[src/rtl/fetch_stage_pkg.sv]
// fetch_stage_pkg: shared widths, ROM size, NOP encoding and fetch FSM states
package fetch_stage_pkg;
  localparam int PC_W = 16;
  localparam int INSTR_W = 16;
  localparam int IMEM_BYTES = 32;
  localparam logic [INSTR_W-1:0] INSTR_NOP = '0;
  typedef enum logic {FETCH_RUN = 1'b0, FETCH_HALT = 1'b1} fetch_state_e;
endpackage

[src/rtl/fetch_stage_if_id_reg.sv]
// if_id_reg: IF/ID pipeline register with load, bubble and hold controls
module if_id_reg
  import fetch_stage_pkg::*;
#(
  parameter int PW = PC_W,
  parameter int IW = INSTR_W
) (
  input  logic          clk,
  input  logic          reset,
  input  logic          load_i,
  input  logic          bubble_i,
  input  logic [IW-1:0] instr_i,
  input  logic [PW-1:0] pc_i,
  input  logic [PW-1:0] pc_plus2_i,
  output logic          valid_o,
  output logic [IW-1:0] instr_o,
  output logic [PW-1:0] pc_o,
  output logic [PW-1:0] pc_plus2_o
);
  logic          valid_q, valid_d;
  logic [IW-1:0] instr_q, instr_d;
  logic [PW-1:0] pc_q, pc_d, pc2_q, pc2_d;
  // load captures a new word; bubble clears valid/instr but keeps the pc fields
  always_comb begin
    valid_d = load_i ? 1'b1 : (bubble_i ? 1'b0 : valid_q);
    instr_d = load_i ? instr_i : (bubble_i ? IW'(INSTR_NOP) : instr_q);
    pc_d    = load_i ? pc_i : pc_q;
    pc2_d   = load_i ? pc_plus2_i : pc2_q;
  end
  // register update with synchronous reset
  always_ff @(posedge clk) begin
    if (reset) begin
      valid_q <= 1'b0;
      instr_q <= '0;
      pc_q    <= '0;
      pc2_q   <= '0;
    end else begin
      valid_q <= valid_d;
      instr_q <= instr_d;
      pc_q    <= pc_d;
      pc2_q   <= pc2_d;
    end
  end
  assign valid_o    = valid_q;
  assign instr_o    = instr_q;
  assign pc_o       = pc_q;
  assign pc_plus2_o = pc2_q;
endmodule

[src/rtl/fetch_stage.sv]
// fetch_stage: PC register, RUN/HALT fetch FSM, fetch counter and IF/ID register
module fetch_stage
  import fetch_stage_pkg::*;
#(
  parameter int              PW         = PC_W,
  parameter int              IW         = INSTR_W,
  parameter logic [PW-1:0]   RESET_PC   = '0,
  parameter int              IMEM_BYTES = fetch_stage_pkg::IMEM_BYTES
) (
  input  logic          clk,
  input  logic          reset,
  output logic [PW-1:0] imem_pc,
  input  logic [IW-1:0] imem_instr,
  input  logic          stall,
  input  logic          redirect_valid,
  input  logic [PW-1:0] redirect_pc,
  output logic          if_id_valid,
  output logic [IW-1:0] if_id_instr,
  output logic [PW-1:0] if_id_pc,
  output logic [PW-1:0] if_id_pc_plus2,
  output logic          halted,
  output logic [15:0]   fetch_count
);
  fetch_state_e  state_q, state_d;
  logic [PW-1:0] pc_q, pc_d;
  logic [15:0]   fetch_count_q, fetch_count_d;
  logic          load, bubble;
  logic [PW-1:0] target, pc_plus2;
  logic          in_range;
  assign target   = {redirect_pc[PW-1:1], 1'b0};
  assign pc_plus2 = pc_q + PW'(2);
  assign in_range = pc_q < PW'(IMEM_BYTES);
  // next state: redirect beats stall beats advance; HALT ignores stall and waits for a redirect
  always_comb begin
    state_d       = state_q;
    pc_d          = pc_q;
    fetch_count_d = fetch_count_q;
    load          = 1'b0;
    bubble        = 1'b0;
    if (state_q == FETCH_HALT) begin
      bubble = 1'b1;
      if (redirect_valid) begin
        pc_d    = target;
        state_d = FETCH_RUN;
      end
    end else if (redirect_valid) begin
      pc_d   = target;
      bubble = 1'b1;
    end else if (!stall) begin
      if (in_range) begin
        load          = 1'b1;
        pc_d          = pc_plus2;
        fetch_count_d = &fetch_count_q ? fetch_count_q : fetch_count_q + 16'd1;
      end else begin
        bubble  = 1'b1;
        state_d = FETCH_HALT;
      end
    end
  end
  // state, PC and counter registers
  always_ff @(posedge clk) begin
    if (reset) begin
      state_q       <= FETCH_RUN;
      pc_q          <= RESET_PC;
      fetch_count_q <= '0;
    end else begin
      state_q       <= state_d;
      pc_q          <= pc_d;
      fetch_count_q <= fetch_count_d;
    end
  end
  if_id_reg #(.PW(PW), .IW(IW)) u_if_id (
    .clk        (clk),
    .reset      (reset),
    .load_i     (load),
    .bubble_i   (bubble),
    .instr_i    (imem_instr),
    .pc_i       (pc_q),
    .pc_plus2_i (pc_plus2),
    .valid_o    (if_id_valid),
    .instr_o    (if_id_instr),
    .pc_o       (if_id_pc),
    .pc_plus2_o (if_id_pc_plus2)
  );
  assign imem_pc     = pc_q;
  assign halted      = state_q == FETCH_HALT;
  assign fetch_count = fetch_count_q;
endmodule
[config.mk]
export PLATFORM = sky130hd
export DESIGN_NAME = fetch_stage
export DESIGN_NICKNAME = d
export VERILOG_FILES = /design/src/rtl/fetch_stage_pkg.sv /design/src/rtl/fetch_stage_if_id_reg.sv /design/src/rtl/fetch_stage.sv
export SDC_FILE = /design/constraint.sdc
export NUM_CORES = 1
export LEC_CHECK = 0
export ABC_AREA = 1
export BUFFER_PORTS_ARGS = -buffer_cell sky130_fd_sc_hd__buf_4
export CAP_MARGIN = 20
export CORE_MARGIN = 2
export CORE_UTILIZATION = 53
export DETAILED_ROUTE_END_ITERATION = 8
export PLACE_DENSITY = 0.84
export SLEW_MARGIN = 5
export SYNTH_ARGS = -nofsm -noshare
export SYNTH_HDL_FRONTEND = slang
export SYNTH_SLANG_ARGS = --single-unit
[constraint.sdc]
create_clock -name clk -period 2.66 [get_ports clk]
set_input_delay 0.266 -clock clk [delete_from_list [all_inputs] [get_ports clk]]
set_output_delay 0.266 -clock clk [all_outputs]
set_load 0.005 [all_outputs]
Yosys cells after proc, flatten, opt, wreduce, memory -nomap -nowiden
Index checks and enable logic that the tools add are counted.

$add $sub $neg: 2. Reduce and logical (&&, ||, !) cells: 5. Equal/unequal tests: 2. $lt $le $gt $ge: 1. Mux-type cells: 20. Bitwise operators: 4.

Operators by type and width (number): $mux W16 (7); $add A16 B1 Y16 const B (1); $add A16 B2 Y16 const B (1); $lt A16 B6 Y1 const B (1); $reduce_and A16 Y1 (1); $mux W1 (13); $reduce_and A5 Y1 (1); $not A1 Y1 (4); $reduce_bool A2 Y1 (2); $reduce_and A3 Y1 (1); $ne A2 B1 Y1 const B (1); $ne A2 B2 Y1 const B (1).

Register bits after elaboration: 82. Logic and storage cells: 41. Output and inout port bits: 82. Input port bits: 36.

Depth between registers and ports, before layout
Gate-level depths: netlist of the first run.

Depth after elaboration: 7. Gate-level depth with buffers: 10. Depth with buffers taken out: 9.

Modules after synthesis
Synthesis of the first run repeated with hierarchy kept, for this count alone.

Cell total of the unflattened synthesis: 516. Area total of the unflattened synthesis: 3998.8 um2.

By module, submodules not included: fetch_stage (cells each 304, area each 2154.6 um2, times used 1, seq. area each 640.6 um2); if_id_reg (cells each 212, area each 1844.3 um2, times used 1, seq. area each 980.9 um2).

Worst setup path before layout of the first run
No wires, ideal clock.

Path kind: register to register. From: register fetch_count_q[0] (netlist: fetch_count[0]). To: register fetch_count_q[11] (netlist: fetch_count[11]). Cell stages (with the launch flop): 10. Required time: 2.525 ns. Buffers on the path: 1. Slack: 1.113 ns. Data arrival time: 1.412 ns. Clock period less this slack: 1.547 ns. Path through: dfxtp_1 > ha_1 > inv_1 > nor2_4 > nand3_1 > nor2_2 > nor2_4 > buf_6 > nand2_1 > a21oi_2.

Longest elaborated chain between the ends: 3.

RTL lines: from (decl) (RTL line fetch_stage.sv:26) `logic [15:0] fetch_count_q, fetch_count_d;`; from (signal assigned) (RTL line fetch_stage.sv:69) `fetch_count_q <= fetch_count_d;`; branches (longest 3 deep; another with $add A16 B1 Y16).

Several ways; the timed one is not identified. A chain may end at the register's enable or synchronous reset.

Final worst setup path of the first run
From: register pc_q[12] (netlist: imem_pc[12]). To: register fetch_count_q[9] (netlist: fetch_count[9]).

Longest elaborated chain between the ends: 2.

RTL lines: from (decl) (RTL line fetch_stage.sv:25) `logic [PW-1:0] pc_q, pc_d;`; from (signal assigned) (RTL line fetch_stage.sv:68) `pc_q <= pc_d;`; $lt A16 B6 Y1 (RTL line fetch_stage.sv:32) `assign in_range = pc_q < PW'(IMEM_BYTES);`; $reduce_and A5 Y1 (no line).

Every way passes these cells.

==> qor.json, run 1 <==
{
  "outcome": {
    "run_status": "complete, no violations"
  },
  "die": {
    "core_um2": 5990,
    "number_of_top_level_pins": 118,
    "dieHeight_um": 83.2,
    "die_footprint_um2": 6930,
    "fp.dieW_um": 83.2,
    "initial_utilization_pct": 55.6,
    "floorplan.rows": 28
  },
  "power": {
    "power_density_nw_per_um2": 596,
    "power_leakage_uw": 0.00189,
    "totalPowerFinal_uw": 2640,
    "peakVddDrop_v": 0.000347
  },
  "clocking": {
    "clk_root_buffer_cell": "clkbuf_8",
    "cts.reportedPaths.clkPinSlew_ns": 0.08,
    "max-clock-path-buffers": 2,
    "tritoncts": "built",
    "cts.sinks": 79,
    "numCtsBuffers": 9,
    "postCtsSetupRepairBufs": 0,
    "clk-insertion-delay-late_ns": 0.36,
    "clock_tree.htree_level_count": 3,
    "cts-hold-fix-buffers": 0,
    "post_cts_sizing_count": 0
  },
  "timing": {
    "rsz_0062_raised_after_global_routing": "false",
    "fin_setup_tns_ns": 0,
    "setup_violations": 0,
    "final-hold-violation-count": 0,
    "achievable-frequency_ghz": 0.521,
    "worst_slew_pin_slew_ns": 0.657,
    "skew_ns": 0.00682,
    "timing.final.crit_share_pct": 72.1,
    "slew_violations": 0,
    "timing.slew.headroom_pct": 56.1,
    "period_needed_ns": 1.92
  },
  "setup_path": {
    "critPathTopFamily": "simple AND/OR/NAND/NOR gates",
    "critPathKind": "register to register",
    "setup.worst_path.start_class": "register",
    "timing.critical_path.cells": "nor2_1 > nand2_1 > nor2_2 > nand2_1 > nor2_4 > nand2_4 > nand2_1 > a21oi_2",
    "worst_path_most_repeated_cell": "nand2_1",
    "timing.critical_path.fanout_max": 29,
    "slowest_stage": "nor2_4",
    "slowest_delay_ns": 0.53,
    "worst-endpoint-arrival_ns": 2.15,
    "ff2ff_setup_slack_ns": 0.74,
    "worstSetupEndpointType": "register",
    "path_buf_inv": 0,
    "crit_required_ns": 2.89
  },
  "job": {
    "timing.max_cap.violations": 0
  },
  "logic_synthesis": {
    "mappedNetlistArea_um2": 3330,
    "synth.ff_latch_count": 79,
    "synthesis.instances": 451,
    "synth_sequential_area_ratio_pct": 47.5,
    "post_synthesis_mean_instance_area_um2": 7.38,
    "ys.warnings.count": 0,
    "netlist-cell-type-count": 25
  },
  "routing": {
    "avgViaCountPerCell": 5.00,
    "detailed_router_s_first_iteration_violation_count": 193,
    "route.detailed.drc": 0,
    "vias": 3182,
    "drtPass1Iterations": 4,
    "wl_mm": 8.17,
    "postRouteAntennaNets": 0,
    "wire_per_inst_um": 12.8
  },
  "cells_and_area": {
    "final_area_um2": 4430,
    "area.growth.synth_to_final_pct": 33.0,
    "fin_cells": 636,
    "drive_above_1_share_pct": 28.0,
    "antenna-diode-count": 0,
    "num-nets-final": 594,
    "final_core_utilization_pct": 73.9
  },
  "global_route": {
    "grt_pass1_wl_mm": 13.6,
    "grt_start_max_net_pins": 39,
    "global_route.overflow_total": 0,
    "number_of_global_route_vias_before_repair": 2998,
    "grt.total_usage_pct": 23.8,
    "grt_antenna_before_repair": 0
  },
  "hold_path": {
    "class_of_the_most_critical_hold_timing_path": "input pin to register"
  },
  "placement": {
    "place.detailed.hpwl_mm": 5.70,
    "placement.io_buffers": 113,
    "placed_cells_incl_taps": 620,
    "detailed_place.area_um2": 4150,
    "routabilityCongestion": 0.879
  }
}
## kinds of logic (layout without fill, tap and decap cells)
group / Yosys count / count (layout) / synth area share, %
DFF: 79 / 79 / 47.5
AOI/OAI and AO/OA: 66 / 66 / 10.9
and+or+nand+nor: 244 / 244 / 30.8
adders and majority gates: 2 / 2 / 0.752
buffers and inverters: 49 / 157 / 7.29
xor gates and xnor gates: 10 / 10 / 2.63
other: 1 / 3 / 0.113
## worst register-to-register path: cells and delay by family, from the launching register on
| kind | cells | cell delay (ns) |
|---|---|---|
| compound gates | 1 | 0.05 |
| flops | 1 | 0.33 |
| simple gates | 7 | 1.41 |
## power breakdown
group,internal [uW],total [uW],switching [uW]
Combinational,91.2,202,110
Clock,752,1210,458
Sequential,1210,1230,22.5
## path summary, 6_finish.rpt
check / startpoint / to / cells past startpoint
max reg2reg: imem_pc[12]$_SDFFE_PP0P_ / fetch_count[9]$_SDFFE_PP0P_ / 8
min: redirect_pc[13] / imem_pc[13]$_SDFFE_PP0P_ / 3
max: imem_pc[12]$_SDFFE_PP0P_ / fetch_count[9]$_SDFFE_PP0P_ / 8
min reg2reg: u_if_id.pc_plus2_o[14]$_SDFFE_PP0P_ / u_if_id.pc_plus2_o[14]$_SDFFE_PP0P_ / 2
## metrics by stage
stage	setup WS, ns	hold slack [ns]
4_1_cts	0.727	0.155
5_1_grt	0.492	0.159
2_1_floorplan	1.11	0.406
3_5_place_dp	0.714	0.430
3_3_place_gp	0.798	0.429
6_report	0.741	0.168
## per-layer routing
layer	vias to the layer above	wire, um	GRT usage (%)
met4	0	168	11.5
met2	98	4060	41.0
met1	1455	3410	27.9
met5	-	0	0
met3	14	535	5.37
li1	1615	-	-
## cells in the mapped netlist
master	count	area, um2
a21oi_2	9	78.8
nand2_4	2	22.5
dfxtp_1	79	1580
xor2_1	4	35.0
nand2_1	161	604
buf_12	1	20.0
clkbuf_1	11	41.3
o21ai_0	14	70.1
nand2_2	5	31.3
nand3_1	11	55.1
nor2_2	3	18.8
buf_2	4	20.0
xnor2_1	6	52.6
clkinv_1	1	3.75
ha_1	2	25.0
inv_2	1	3.75
conb_1	1	3.75
nor2_4	6	67.6
inv_1	24	90.1
nand4_1	4	25.0
nor2_1	49	184
a21oi_1	43	215
nor3_1	3	15.0
buf_4	4	30.0
buf_6	3	33.8
## cell type report
type	instances	area, um2
well taps	75	93.8
clock buffers	10	138
inverters	26	97.6
multi-input cells	325	1510
flip-flops and latches	79	1580
fillers	475	1570
repair buffers	115	863
clock inverters	6	140
## cells in the final DEF (no fill, tap or decap)
| cell | n |
|---|---|
| nand2_1 | 161 |
| buf_4 | 115 |
| dfxtp_1 | 79 |
| nor2_1 | 49 |
| a21oi_1 | 43 |
| inv_1 | 24 |
| o21ai_0 | 14 |
| nand3_1 | 11 |
| clkbuf_8 | 10 |
| a21oi_2 | 9 |
| nor2_4 | 6 |
| xnor2_1 | 6 |
| nand2_2 | 5 |
| xor2_1 | 4 |
| nand4_1 | 4 |
| bufinv_16 | 4 |
| nor2_2 | 3 |
| nor3_1 | 3 |
| conb_1 | 3 |
| nand2_4 | 2 |
| ha_1 | 2 |
| clkinv_1 | 1 |
| inv_2 | 1 |
| inv_8 | 1 |
| clkinv_4 | 1 |
## flip-flops by register name (all words and copies together) (netlist names)
register,count
halted,1
u_if_id.valid_o,1
u_if_id.pc_plus2_o,15
fetch_count,16
u_if_id.instr_o,16
imem_pc,15
u_if_id.pc_o,15
No activity file was read; power rests on OpenSTA's default activity.
==> run 2, diff against run 1 <==
--- a/config.mk
+++ b/config.mk
@@ -9,9 +9,9 @@
 export BUFFER_PORTS_ARGS = -buffer_cell sky130_fd_sc_hd__buf_4
 export CAP_MARGIN = 20
 export CORE_MARGIN = 2
-export CORE_UTILIZATION = 53
+export CORE_UTILIZATION = 45
 export DETAILED_ROUTE_END_ITERATION = 8
-export PLACE_DENSITY = 0.84
+export PLACE_DENSITY = 0.76
 export SLEW_MARGIN = 5
 export SYNTH_ARGS = -nofsm -noshare
 export SYNTH_HDL_FRONTEND = slang
==> constraint.sdc (replaced) <==
create_clock -name clk -period 1.74 [get_ports clk]
set_input_delay 0.174 -clock clk [delete_from_list [all_inputs] [get_ports clk]]
set_output_delay 0.174 -clock clk [all_outputs]
set_load 0.005 [all_outputs]
==> run 2 against run 1 <==
Compared with the run above:
- flip-flop and latch count is the same
- total power grew 32%
- clock skew grew 0.0040 ns
- combinational power rose by 55%
- sequential power grew 53%
- clock power rose by 7%
- cell count grew 5.2%
- critical path depth did not move
- global-route usage is 3.1 points lower
==> qor.json, run 2 (synthesis gave the netlist of run 1 again) <==
{
  "cells_and_area": {
    "antenna-diode-count": {"value": 0, "change": "unchanged"},
    "num-nets-final": {"value": 603, "change": "+1.5%"},
    "commonest_cells_after_routing_fill_and_taps_aside": "nand2_1 (161), buf_4 (124), dfxtp_1 (79)",
    "final_area": {"value": 4440, "unit": "um2", "change": "+0.34%"},
    "most_common_cell_after_layout_fill_and_taps_aside": "nand2_1",
    "drive_above_1_share": {"value": 29.1, "unit": "%", "change": "+1.1 points"},
    "area.growth.synth_to_final_pct": 33.4
  },
  "global_route": {
    "grt_antenna_before_repair": {"value": 0, "change": "unchanged"},
    "grt.total_usage": {"value": 20.7, "unit": "%", "change": "-3.1 points"},
    "grt_start_max_net_pins": {"value": 29, "change": "-26%"},
    "global_route.overflow_total": {"value": 0, "change": "unchanged"},
    "grt_pass1_wl": {"value": 13.9, "unit": "mm", "change": "+2.1%"},
    "number_of_global_route_vias_before_repair": {"value": 2967, "change": "-1.0%"}
  },
  "die": {
    "fp.dieW": {"value": 90, "unit": "um", "change": "+8.1%"},
    "number_of_top_level_pins": {"value": 118, "change": "unchanged"},
    "dieHeight": {"value": 90, "unit": "um", "change": "+8.1%"},
    "floorplan.rows": {"value": 31, "change": "+11%"},
    "core": {"value": 7210, "unit": "um2", "change": "+20%"},
    "initial_utilization": {"value": 46.1, "unit": "%", "change": "-9.4 points"},
    "die_footprint": {"value": 8100, "unit": "um2", "change": "+17%"}
  },
  "routing": {
    "wire_per_inst": {"value": 12.2, "unit": "um", "change": "-5.0%"},
    "route.detailed.drc": {"value": 0, "change": "unchanged"},
    "drtPass1Iterations": {"value": 5, "change": "+1"},
    "avgViaCountPerCell": {"value": 4.70, "change": "-6.1%"},
    "wl": {"value": 8.17, "unit": "mm", "change": "about the same"},
    "vias": {"value": 3142, "change": "-1.3%"},
    "detailed_router_s_first_iteration_violation_count": {"value": 164, "change": "-15%"},
    "postRouteAntennaNets": {"value": 0, "change": "unchanged"}
  },
  "timing": {
    "final-hold-violation-count": {"value": 0, "change": "unchanged"},
    "period_needed": {"value": 1.56, "unit": "ns", "change": "-0.361 ns"},
    "fin_hold_ws": {"value": 0.0662, "unit": "ns", "change": "-0.102 ns"},
    "timing.final.crit_share": {"value": 89.5, "unit": "%", "change": "+17 points"},
    "setup_violations": {"value": 0, "change": "unchanged"},
    "rsz_0062_raised_after_global_routing": "true",
    "achievable-frequency": {"value": 0.642, "unit": "GHz", "change": "+23%"},
    "slew_violations": {"value": 0, "change": "unchanged"},
    "skew": {"value": 0.0108, "unit": "ns", "change": "+0.00401 ns"}
  },
  "clocking": {
    "cts.reportedPaths.clkPinSlew": {"value": 0.09, "unit": "ns", "change": "about the same"},
    "max-clock-path-buffers": {"value": 2, "change": "unchanged"},
    "clk-insertion-delay-late": {"value": 0.36, "unit": "ns", "change": "about the same"},
    "clock_tree.htree_level_count": {"value": 3, "change": "unchanged"},
    "numCtsBuffers": {"value": 9, "change": "unchanged"},
    "tritoncts": "built",
    "postCtsSetupRepairBufs": {"value": 0, "change": "unchanged"},
    "cts.sinks": {"value": 79, "change": "unchanged"},
    "clk_root_buffer_cell": "clkbuf_8"
  },
  "hold_path": {
    "class_of_the_most_critical_hold_timing_path": "input pin to register",
    "worstHoldEndpoint": "u_if_id.instr_o[3]$_SDFFE_PP0P_",
    "hold_path_startpoint": "imem_instr[3]",
    "hold_depth": {"value": 3, "change": "unchanged"}
  },
  "setup_path": {
    "worst-endpoint-arrival": {"value": 1.85, "unit": "ns", "change": "-0.30 ns"},
    "ff2ff_setup_slack": {"value": 0.18, "unit": "ns", "change": "-0.56 ns"},
    "crit_required": {"value": 2.03, "unit": "ns", "change": "-0.86 ns"},
    "critPathKind": "register to register",
    "timing.rr.start": "fetch_count[1]$_SDFFE_PP0P_",
    "timing.critical_path.fanout_max": {"value": 17, "change": "-41%"},
    "reg2reg_depth": {"value": 8, "change": "unchanged"},
    "setup.worst_path.start_class": "register",
    "timing.rr.end": "fetch_count[11]$_SDFFE_PP0P_",
    "worstSetupEndpointType": "register"
  },
  "power": {
    "power_density": {"value": 784, "unit": "nW/um2", "change": "+32%"},
    "power_leakage": {"value": 0.00189, "unit": "uW", "change": "+0.13%"},
    "peakVddDrop": {"value": 0.000356, "unit": "V", "change": "+2.7%"}
  },
  "outcome": {
    "run_status": "complete, no violations"
  },
  "placement": {
    "routabilityCongestion": {"value": 0.921, "change": "+4.8%"},
    "place.detailed.hpwl": {"value": 5.94, "unit": "mm", "change": "+4.2%"},
    "placement.io_buffers": {"value": 113, "change": "unchanged"},
    "detailed_place.area": {"value": 4250, "unit": "um2", "change": "+2.4%"}
  },
  "job": {
    "timing.max_cap.violations": {"value": 0, "change": "unchanged"}
  }
}
## run 2: how the worst max path moves through the flow
stage	from	end	slack, ns
6_report	fetch_count[1]$_SDFFE_PP0P_	fetch_count[11]$_SDFFE_PP0P_	0.18
3_5_place_dp	imem_pc[5]$_SDFFE_PP0P_	fetch_count[4]$_SDFFE_PP0P_	0.19
3_3_place_gp	imem_pc[6]$_SDFFE_PP0P_	fetch_count[10]$_SDFFE_PP0P_	0.23
4_1_cts	imem_pc[10]$_SDFFE_PP0P_	fetch_count[4]$_SDFFE_PP0P_	0.15
5_1_grt	imem_pc[9]$_SDFFE_PP0P_	fetch_count[3]$_SDFFE_PP0P_	-0.0008
2_1_floorplan	fetch_count[0]$_SDFFE_PP0P_	fetch_count[11]$_SDFFE_PP0P_	0.19
## run 2: stage by stage
step | TNS, ns | utilization [%] | setup WS [ns] | total power (uW) | std cells
after floorplan | 0 | - | 0.193 | 2080 | 453
after global placement | 0 | 58.8 | 0.227 | 2230 | 653
after detailed placement | 0 | 58.8 | 0.189 | 2230 | 653
after CTS | 0 | 61.5 | 0.154 | 3510 | 669
after global routing | -0.000771 | 61.6 | -0.000771 | 3650 | 669
final | 0 | 61.6 | 0.182 | 3480 | 669
## run 2: cell type report
| class | instances | area [um2] |
|---|---|---|
| fill | 659 | 2770 |
| sequential | 79 | 1580 |
| multi-input combinational | 325 | 1520 |
| timing repair buffer | 124 | 931 |
| clock buffer | 10 | 138 |
| tap | 99 | 124 |
| inverter | 26 | 97.6 |
| clock inverter | 6 | 52.6 |
## run 2: power by group
group / internal, uW / switching, uW
clock network: 576 / 718
logic: 144 / 169
registers: 1840 / 32.6
## run 2: metal layers
| metal | share of wire [%] | global-route usage (%) |
|---|---|---|
| met1 | 45 | 25.8 |
| met2 | 48 | 35.3 |
| met3 | 5.4 | 4.02 |
| met4 | 1.7 | 7.82 |
| met5 | 0 | 0 |
## run 2: worst max-delay path, stage by stage (launching register included)
cell and delay [ns]:
dfxtp_1 0.36, ha_1 0.21, inv_1 0.09, nor2_4 0.06
nand3_1 0.11, nor2_2 0.06, nor2_4 0.33, nand2_1 0.13
a21oi_2 0.15
## run 2: timing repair
action | in CTS | in global routing
hold buffers | 0 | 0
hold endpoints to repair | 0 | 0
gates resized for setup | 0 | 1
endpoints found under the setup margin | 0 | 3
==> run 3, diff against run 2 <==
--- a/config.mk
+++ b/config.mk
@@ -12,6 +12,7 @@
 export CORE_UTILIZATION = 45
 export DETAILED_ROUTE_END_ITERATION = 8
 export PLACE_DENSITY = 0.76
+export SETUP_SLACK_MARGIN = 0.3
 export SLEW_MARGIN = 5
 export SYNTH_ARGS = -nofsm -noshare
 export SYNTH_HDL_FRONTEND = slang
==> constraint.sdc (replaced) <==
create_clock -name clk -period 1.74 [get_ports clk]
set_input_delay 0.174 -clock clk [delete_from_list [all_inputs] [get_ports clk]]
set_output_delay 0.174 -clock clk [all_outputs]
set_load 0.02 [all_outputs]
==> run 3 against run 2 <==
Compared with the run above:
- non-clock buffer count increased by 11
- clock power increased by 12%
- first-iteration DRC count decreased by 7.3%
- flip-flop and latch count unchanged
- global-route usage increased by 0.45 points
- maximum frequency increased by 4.3%
- critical path type unchanged
- highest routed layer unchanged
==> qor.json, run 3 (synthesis gave the netlist of run 1 again) <==
{
  "clocking": {
    "clock_tree.htree_level_count": {"value": 3, "change": "unchanged"},
    "clk_root_buffer_cell": "clkbuf_8",
    "cts.reportedPaths.clkPinSlew": {"value": 0.09, "unit": "ns", "change": "about the same"},
    "numCtsBuffers": {"value": 9, "change": "unchanged"},
    "cts-hold-fix-buffers": {"value": 0, "change": "unchanged"},
    "tritoncts": "built",
    "cts.sinks": {"value": 79, "change": "unchanged"},
    "clk-insertion-delay-late": {"value": 0.35, "unit": "ns", "change": "about the same"},
    "max-clock-path-buffers": {"value": 2, "change": "unchanged"}
  },
  "placement": {
    "placement.setup.worst_slack": {"value": 0.186, "unit": "ns", "change": "-0.00340 ns"},
    "routabilityCongestion": {"value": 0.895, "change": "-2.8%"},
    "place.detailed.hpwl": {"value": 5.73, "unit": "mm", "change": "-3.6%"},
    "placement.io_buffers": {"value": 113, "change": "unchanged"},
    "placed_cells_incl_taps": {"value": 648, "change": "-0.77%"}
  },
  "die": {
    "core": {"value": 7210, "unit": "um2", "change": "unchanged"},
    "dieHeight": {"value": 90, "unit": "um", "change": "unchanged"},
    "initial_utilization": {"value": 46.1, "unit": "%", "change": "unchanged"},
    "fp.dieW": {"value": 90, "unit": "um", "change": "unchanged"},
    "floorplan.rows": {"value": 31, "change": "unchanged"},
    "die_footprint": {"value": 8100, "unit": "um2", "change": "unchanged"},
    "number_of_top_level_pins": {"value": 118, "change": "unchanged"}
  },
  "routing": {
    "avgViaCountPerCell": {"value": 4.91, "change": "+4.6%"},
    "route.detailed.drc": {"value": 0, "change": "unchanged"},
    "drtPass1Iterations": {"value": 4, "change": "-1"},
    "wl": {"value": 9.07, "unit": "mm", "change": "+11%"},
    "detailed_router_s_first_iteration_violation_count": {"value": 152, "change": "-7.3%"},
    "postRouteAntennaNets": {"value": 0, "change": "unchanged"},
    "wire_per_inst": {"value": 13.3, "unit": "um", "change": "+8.8%"},
    "vias": {"value": 3354, "change": "+6.7%"}
  },
  "cells_and_area": {
    "register_area": {"value": 1610, "unit": "um2", "change": "+1.8%"},
    "area.growth.synth_to_final_pct": 46.3,
    "fin_cells": {"value": 683, "change": "+2.1%"},
    "commonest_cells_after_routing_fill_and_taps_aside": "nand2_1 (151), buf_4 (127), dfxtp_1 (60)",
    "area_of_the_multi_input_gates": {"value": 1700, "unit": "um2", "change": "+12%"},
    "drive_above_1_share": {"value": 39.6, "unit": "%", "change": "+10 points"},
    "num-nets-final": {"value": 617, "change": "+2.3%"},
    "count_of_fill_cells_added_during_filler_insertion": {"value": 634, "change": "-3.8%"},
    "antenna-diode-count": {"value": 0, "change": "unchanged"},
    "most_common_cell_after_layout_fill_and_taps_aside": "nand2_1"
  },
  "timing": {
    "final-hold-violation-count": {"value": 0, "change": "unchanged"},
    "setup_violations": {"value": 0, "change": "unchanged"},
    "achievable-frequency": {"value": 0.670, "unit": "GHz", "change": "+4.3%"},
    "timing.final.crit_share": {"value": 85.8, "unit": "%", "change": "-3.7 points"},
    "skew": {"value": 0.00995, "unit": "ns", "change": "-0.000870 ns"},
    "fin_setup_tns": {"value": 0, "unit": "ns", "change": "unchanged"},
    "rsz_0062_raised_after_global_routing": "true",
    "slew_violations": {"value": 0, "change": "unchanged"},
    "period_needed": {"value": 1.49, "unit": "ns", "change": "-0.0649 ns"},
    "timing.final.ws_setup": {"value": 0.247, "unit": "ns", "change": "+0.0649 ns"}
  },
  "setup_path": {
    "crit_required": {"value": 2.03, "unit": "ns", "change": "about the same"},
    "worstSetupEndpointType": "register",
    "ff2ff_setup_slack": {"value": 0.25, "unit": "ns", "change": "+0.06 ns"},
    "worst-endpoint-arrival": {"value": 1.78, "unit": "ns", "change": "-0.07 ns"},
    "critPathKind": "register to register",
    "timing.critical_path.fanout_max": {"value": 5, "change": "-12"},
    "setup.worst_path.start_class": "register"
  },
  "global_route": {
    "global_route.overflow_total": {"value": 0, "change": "unchanged"},
    "grt_antenna_before_repair": {"value": 0, "change": "unchanged"},
    "grt_pass1_wl": {"value": 14.0, "unit": "mm", "change": "+1.2%"},
    "grt_start_max_net_pins": {"value": 29, "change": "unchanged"},
    "grt.total_usage": {"value": 21.1, "unit": "%", "change": "+0.45 points"},
    "number_of_global_route_vias_before_repair": {"value": 2950, "change": "-0.57%"}
  },
  "power": {
    "peakVddDrop": {"value": 0.000475, "unit": "V", "change": "+33%"},
    "power_density": {"value": 777, "unit": "nW/um2", "change": "-0.89%"},
    "power_leakage": {"value": 0.00205, "unit": "uW", "change": "+8.5%"}
  },
  "hold_path": {
    "class_of_the_most_critical_hold_timing_path": "input pin to register"
  },
  "outcome": {
    "run_status": "complete, no violations"
  },
  "job": {
    "timing.max_cap.violations": {"value": 0, "change": "unchanged"}
  }
}
-- run 3: changes by cell type in the layout (fill, tap and decap cells not counted), moves of 5 or more --
cell / delta
dfxtp_2: +17
nand2_1: -10
nor2_4: +5
nand2_2: +6
a21oi_2: +9
a21oi_1: -9
dfxtp_1: -19
-- run 3: cell type report --
| class | count | area share (%) |
|---|---|---|
| clock buffers | 9 | 2.54 |
| clock inverters | 7 | 1.77 |
| inverters | 26 | 2.11 |
| multi-input cells | 327 | 34.9 |
| flip-flops and latches | 79 | 33.1 |
| well taps | 99 | 2.54 |
| repair buffers | 135 | 22.9 |
| repair inverters | 1 | 0.154 |
-- run 3: per-layer routing --
metal  up-vias  global-route usage, %  share of wire [%]
li1       1668                      -                  -
met1      1574                   26.5                 44
met2       101                   35.5                 50
met3        11                   3.86                5.3
met4         0                   9.49                1.3
met5         -                      0                  0
-- run 3: critical path, stage by stage, from the launching register on --
cell	delay, ns
dfxtp_2	0.33
nor2_1	0.10
nand2_1	0.09
nor2_4	0.18
nand2_2	0.10
nor2_4	0.16
buf_12	0.15
clkbuf_16	0.14
nand2_1	0.05
a21oi_1	0.12
-- run 3: per-stage QoR --
| stage | instance area [um2] | hold WS [ns] | total power [uW] | utilization (%) |
|---|---|---|---|---|
| after global placement | 4240 | 0.427 | 2270 | 58.8 |
| after floorplan | 3370 | 0.314 | 2130 | - |
| after CTS | 4710 | 0.0562 | 3780 | 65.3 |
| after detailed placement | 4240 | 0.429 | 2280 | 58.8 |
| final | 4870 | 0.0683 | 3780 | 67.5 |
| after global routing | 4870 | 0.0728 | 3940 | 67.5 |
-- run 3: path summary, 6_finish.rpt --
path | from | endpoint | cells after the start
worst max-delay path | imem_pc[12]$_SDFFE_PP0P_ | u_if_id.pc_plus2_o[4]$_SDFFE_PP0P_ | 9
worst min register to register | u_if_id.pc_plus2_o[7]$_SDFFE_PP0P_ | u_if_id.pc_plus2_o[7]$_SDFFE_PP0P_ | 2
worst min-delay path | redirect_pc[12] | imem_pc[12]$_SDFFE_PP0P_ | 3
worst max register to register | imem_pc[12]$_SDFFE_PP0P_ | u_if_id.pc_plus2_o[4]$_SDFFE_PP0P_ | 9
-- run 3: power breakdown --
| part | total [uW] | leakage (uW) | switching (uW) | internal, uW |
|---|---|---|---|---|
| clock | 1450 | 0.000105 | 754 | 698 |
| combinational | 458 | 0.00130 | 265 | 193 |
| sequential | 1870 | 0.000649 | 31.7 | 1840 |
-- run 3: what timing repair did --
item / CTS / global route
gates cloned: 4 / 2
setup buffers: 10 / 3
setup endpoints to repair: 49 / 56
resized for setup: 31 / 25
pin swaps: 11 / 11
